**src/rtl/linebuf_reader.sv**
```systemverilog
// rtl/linebuf_reader.sv - line buffer configure/kick/poll/drain sequencer on a simple command bus
// Optional macro LBRD_TIMEOUT_EN adds a KICK/POLL timeout that sets a sticky err.
module linebuf_reader #(
    parameter int POLL_GAP       = 16,
    parameter int TIMEOUT_CYCLES = 4194304
) (
    input  logic        clk,
    input  logic        rst,
    input  logic        start,
    input  logic [8:0]  cfg_line_addr,
    input  logic [4:0]  cfg_line_size,
    input  logic [15:0] cfg_byte_count,
    output logic        busy,
    output logic        done,
    output logic        err,
    output logic [2:0]  lb_MCmd,
    output logic [7:0]  lb_MAddr,
    output logic [7:0]  lb_MData,
    input  logic        lb_SCmdAccept,
    input  logic [7:0]  lb_SData,
    input  logic [1:0]  lb_SResp,
    output logic        out_valid,
    output logic [7:0]  out_data,
    input  logic        out_ready
);

    localparam logic [2:0] CMD_IDLE = 3'b000;
    localparam logic [2:0] CMD_WR   = 3'b001;
    localparam logic [2:0] CMD_RD   = 3'b010;
    localparam logic [1:0] RESP_DVA = 2'b01;

    typedef enum logic [2:0] {S_IDLE, S_CFG, S_KICK, S_POLL, S_DRAIN, S_FINISH} state_t;

    state_t      state;
    logic [8:0]  addr_q;
    logic [4:0]  size_q;
    logic [15:0] count_q;
    logic [15:0] remaining;
    logic [1:0]  cfg_idx;
    logic [7:0]  gap_cnt;
    logic        rd_pend;
    logic [7:0]  cfg_wr_addr;
    logic [7:0]  cfg_wr_data;

    logic accepted, resp_ok, bus_free, out_free;
    assign accepted = (lb_MCmd != CMD_IDLE) && lb_SCmdAccept;
    assign resp_ok  = rd_pend && (lb_SResp == RESP_DVA);
    assign bus_free = (lb_MCmd == CMD_IDLE) && !rd_pend;
    assign out_free = !out_valid || out_ready;

    always_comb begin
        cfg_wr_addr = 8'h10;
        cfg_wr_data = 8'h01;
        case (cfg_idx)
            2'd0: begin cfg_wr_addr = 8'h20; cfg_wr_data = addr_q[7:0]; end
            2'd1: begin cfg_wr_addr = 8'h21; cfg_wr_data = {7'b0, addr_q[8]}; end
            2'd2: begin cfg_wr_addr = 8'h30; cfg_wr_data = {3'b0, size_q}; end
            default: ;
        endcase
    end

`ifdef LBRD_TIMEOUT_EN
    logic [31:0] to_cnt;
`else
    logic unused_timeout_cfg;
    assign unused_timeout_cfg = (TIMEOUT_CYCLES == 0);
    assign err = 1'b0;
`endif

    always_ff @(posedge clk or posedge rst) begin
        if (rst) begin
            state     <= S_IDLE;
            addr_q    <= '0;
            size_q    <= '0;
            count_q   <= '0;
            remaining <= '0;
            cfg_idx   <= '0;
            gap_cnt   <= '0;
            rd_pend   <= 1'b0;
            busy      <= 1'b0;
            done      <= 1'b0;
            lb_MCmd   <= CMD_IDLE;
            lb_MAddr  <= '0;
            lb_MData  <= '0;
            out_valid <= 1'b0;
            out_data  <= '0;
`ifdef LBRD_TIMEOUT_EN
            err       <= 1'b0;
            to_cnt    <= '0;
`endif
        end else begin
            done <= 1'b0;
            if (out_valid && out_ready)
                out_valid <= 1'b0;
            // A command leaves the bus the edge it is accepted, guaranteeing an idle gap.
            if (accepted) begin
                lb_MCmd <= CMD_IDLE;
                if (lb_MCmd == CMD_RD)
                    rd_pend <= 1'b1;
            end
            case (state)
                S_IDLE: begin
                    if (start) begin
                        addr_q  <= cfg_line_addr;
                        size_q  <= cfg_line_size;
                        count_q <= cfg_byte_count;
                        cfg_idx <= '0;
                        busy    <= 1'b1;
                        state   <= S_CFG;
`ifdef LBRD_TIMEOUT_EN
                        err     <= 1'b0;
`endif
                    end
                end
                S_CFG: begin
                    if (accepted) begin
                        if (cfg_idx == 2'd3) begin
                            state   <= S_KICK;
                            gap_cnt <= '0;
                        end else begin
                            cfg_idx <= cfg_idx + 2'd1;
                        end
                    end else if (bus_free) begin
                        lb_MCmd  <= CMD_WR;
                        lb_MAddr <= cfg_wr_addr;
                        lb_MData <= cfg_wr_data;
                    end
                end
                S_KICK, S_POLL: begin
                    // KICK must see the start bit consumed before trusting the capture-end flag.
                    if (resp_ok) begin
                        rd_pend <= 1'b0;
                        gap_cnt <= 8'(POLL_GAP);
                        if (state == S_KICK) begin
                            if (!lb_SData[0])
                                state <= S_POLL;
                        end else if (lb_SData[0]) begin
                            remaining <= count_q;
                            state     <= (count_q == 16'd0) ? S_FINISH : S_DRAIN;
                        end
                    end else if (bus_free) begin
                        if (gap_cnt != 8'd0) begin
                            gap_cnt <= gap_cnt - 8'd1;
                        end else begin
                            lb_MCmd  <= CMD_RD;
                            lb_MAddr <= (state == S_KICK) ? 8'h10 : 8'h14;
                            lb_MData <= '0;
                        end
                    end
                end
                S_DRAIN: begin
                    if (resp_ok) begin
                        rd_pend   <= 1'b0;
                        out_data  <= lb_SData;
                        out_valid <= 1'b1;
                    end else if (bus_free && out_free) begin
                        if (remaining != 16'd0) begin
                            lb_MCmd   <= CMD_RD;
                            lb_MAddr  <= 8'h00;
                            lb_MData  <= '0;
                            remaining <= remaining - 16'd1;
                        end else begin
                            state <= S_FINISH;
                        end
                    end
                end
                S_FINISH: begin
                    done  <= 1'b1;
                    busy  <= 1'b0;
                    state <= S_IDLE;
                end
                default: state <= S_IDLE;
            endcase
`ifdef LBRD_TIMEOUT_EN
            if (state == S_KICK || state == S_POLL) begin
                if (to_cnt == 32'(TIMEOUT_CYCLES - 1)) begin
                    state   <= S_IDLE;
                    err     <= 1'b1;
                    done    <= 1'b1;
                    busy    <= 1'b0;
                    lb_MCmd <= CMD_IDLE;
                    rd_pend <= 1'b0;
                    to_cnt  <= '0;
                end else begin
                    to_cnt <= to_cnt + 32'd1;
                end
            end else begin
                to_cnt <= '0;
            end
`endif
        end
    end

endmodule

```
**config.mk**
```make
export PLATFORM = sky130hd
export DESIGN_NAME = linebuf_reader
export DESIGN_NICKNAME = d
export VERILOG_FILES = /design/src/rtl/linebuf_reader.sv
export SDC_FILE = /design/constraint.sdc
export NUM_CORES = 1
export LEC_CHECK = 0
export BUFFER_PORTS_ARGS = -buffer_cell sky130_fd_sc_hd__buf_2
export CAP_MARGIN = 25
export CORE_MARGIN = 4
export CORE_UTILIZATION = 40
export DETAILED_ROUTE_END_ITERATION = 12
export SLEW_MARGIN = 20
export SYNTH_ARGS = -nofsm -noshare
export SYNTH_HDL_FRONTEND = slang
export SYNTH_SLANG_ARGS = --single-unit
```
**constraint.sdc**
```tcl
create_clock -name clk -period 5.3 [get_ports clk]
set_input_delay 0.53 -clock clk [delete_from_list [all_inputs] [get_ports clk]]
set_output_delay 0.53 -clock clk [all_outputs]
set_load 0.02 [all_outputs]
```
==> impl_metrics.csv <==
group,metric,value,unit
detailed_routing,first_pass_iters,4,
setup_path,rr_endpoint,"lb_MData[2]",
setup_path,critPathCapture,"lb_MData[2]",
timing,report.final.slew_viol_count,0,
setup_path,cpMaxStageDelayCell,"dfrtp_1",
layout,layout.nets,517,
layout,drive_gt1_share,35.33,%
setup_path,worstSetupStartpoint,"state[1]",
setup_path,reg2reg_slack,2720,ps
setup_path,crit_arrival,2830,ps
timing,rsz0062_at_grt,"false",
synth,yosys_most_used_dff,"dfrtp_1",
cts,cts_setup_buffers,0,
run_status,outcome,"complete, no violations",
detailed_routing,wirelength,9.748,mm
power_and_ir_drop,p_leak,0.002388,uW
cts,cts-resized-gates,0,
synth,synth_enable_flop_cells,0,
cts,cts_buffer_depth,2,
cts,cts_root_buf,"clkbuf_8",
synth,async_flop_share,100.0,%
timing,fmax,0.3881,GHz
placed_design,hpwl,7.051,mm
layout,stdcell_area,0.005030,sq mm
global_route,antenna_found_initial,0,
synth,yosysMostFrequentCell,"dfrtp_1",
cts,clk_latency,370,ps
synth,yosysTopAreaCell,"dfrtp_1",
synth,synth_seq_area_share,48.71,%
synth,synth_cells,400,
timing,slew_headroom,45.28,%
cts,cts_tree,"built",
global_route,grt_usage,16.32,%
synth,synth_area_leaders,"dfrtp_1 (49%), mux2_2 (12%), nor2_1 (3.9%), ha_1 (2.5%), a21oi_1 (2.5%)",
synth,ys_ff_latch,86,
detailed_routing,viasPerCell,5.412,
power_and_ir_drop,power_density,532.3,mW/mm^2
synth,synth_area_per_cell,11.04,sq um
global_route,grt_pass1_vias,3320,
placed_design,dpl_cell_area,0.004826,sq mm
synth,synth_warnings,0,
timing,finalCritPeriodShare,48.61,%
global_route,overflow,0,
layout,insertedDiodeCount,0,
layout,multi_input_area,0.002056,sq mm
synth,syn_area,0.004418,sq mm
layout,area_delta_synth_final,13.85,%
setup_path,cp_data_required_time,5550,ps
timing,holdWs,279.8,ps
detailed_routing,drcViolationCount,0,
timing,min_period,2576,ps
cts,cts_sinks,86,
setup_path,critical_path.endpoint_type,"register",
detailed_routing,wl_per_cell,16.06,um
setup_path,worstSetupStartpointType,"register",
timing,setup_tns,0,ps
setup_path,r2r_cells,5,
detailed_routing,dr.first_iter.drc_count,166,
floorplanning,die-area,0.01279,sq mm
floorplanning,io_pins,76,
detailed_routing,ant_nets,0,
cts,cts_made_buffers,9,
floorplanning,die_width,113.1,um
min_path,hold_path_class,"in -> async",
layout,seq_area,0.002152,sq mm
setup_path,r2r_start,"state[1]",
synth,synth_common_cells,"dfrtp_1 (86), mux2_2 (49), nor2_1 (46), a21oi_1 (22), nand2_1 (15)",
floorplanning,num_rows,38,
layout,fillers,1039,
flow_run,drv_cap,0,
placed_design,place_congestion,0.8252,
cts,cts_hold_buf,0,
cts,clk_pin_slew,80,ps
timing,tightest_slew,813.3,ps
placed_design,numPortBuffers,70,
floorplanning,die_height,113.1,um
timing,setup_viol,0,
global_route,grt_pass1_wl,16.48,mm
setup_path,crit_type,"reg -> reg",
detailed_routing,vias,3285,
synth,synth_cell_types,65,
floorplanning,fp.coreArea,0.01084,sq mm
floorplanning,start_util,40.75,%
synth,synth_top_area_share,48.71,%
cts,htreeDepth,3,
power_and_ir_drop,irDropWorstVdd,0.2346,mV
timing,hold_violations,0,
setup_path,path_cells,"nor2b_1 > nand2_1 > o311ai_0 > nand3_2 > mux2_2",
timing,fin_skew,10.00,ps
setup_path,cp_max_fo,13,
global_route,grt_max_degree,46,
setup_path,slowest_delay,560,ps
final cells by class:
class	instances	area share, %
timing repair buffer	74	7.960
clock buffer	11	2.612
sequential	86	42.79
tap	140	3.483
inverter	11	0.8458
clock inverter	4	1.443
multi-input combinational	281	40.87
state kept, by name, summed over array words and instances, names as in the netlist, 4 cells and up:
name and count:
gap_cnt 8, out_data 8, addr_q 9, lb_MData 8
lb_MAddr 4, count_q 16, remaining 16, size_q 5
how the worst min path moves through the flow:
stage                 from          end  slack, ps  cells after the start
2_1_floorplan    addr_q[5]    addr_q[5]        470                      1
3_3_place_gp   lb_MAddr[2]  lb_MAddr[2]        470                      1
3_5_place_dp   lb_MAddr[2]  lb_MAddr[2]        470                      1
4_1_cts                rst  out_data[5]        280                      3
5_1_grt                rst  out_data[5]        320                      3
6_report               rst  out_data[5]        280                      3
worst max-delay path, delay by kind of cell, from the launching register on:
kind,cells,cell delay [ps]
AND/OR/NAND/NOR,3,1250
flip-flops,1,560
multiplexers,1,400
AO/OA/AOI/OAI,1,250
kinds of logic after synthesis:
kind of cell	share of synthesized area (%)
xor+xnor	0.9912
mux	13.17
other cells	0.08488
fa+ha+maj	2.549
compound gates	14.16
flops	48.71
buf+inv	5.324
simple gates	15.01
layer usage:
| layer | track usage, % | wire (um) | vias up |
|---|---|---|---|
| li1 | - | - | 1589 |
| met1 | 22.29 | 4541 | 1603 |
| met2 | 24.17 | 4491 | 79 |
| met3 | 4.599 | 524 | 14 |
| met4 | 7.452 | 191 | 0 |
| met5 | 0 | 0 | - |
power by group:
group	total (uW)	switching [uW]	internal, uW
Sequential	1160	240	923
Combinational	1020	526	497
Clock	492	229	262
stage by stage:
step,std cells,worst slack (ps),util [%],total power [uW]
2_1_floorplan,404,2548,-,1952
3_3_place_gp,591,2757,44.26,2176
3_5_place_dp,592,2683,44.52,2209
4_1_cts,607,2661,46.40,2707
5_1_grt,607,2423,46.40,2898
6_report,607,2724,46.40,2678
cell usage in the layout (no fill, tap or decap), types with 4 or more instances in the layout:
master,instances
dfrtp_1,86
nand2_1,15
a21oi_1,22
buf_2,70
inv_1,10
o21ai_0,9
nor4_1,8
conb_1,5
mux2_2,49
a31oi_1,8
clkbuf_8,9
nor3_1,7
ha_1,9
nor2b_1,4
a22oi_1,7
and3_1,4
o22a_2,9
xor2_1,5
nand4_1,4
nor2_1,46
No activity file was read; power rests on OpenSTA's default activity.
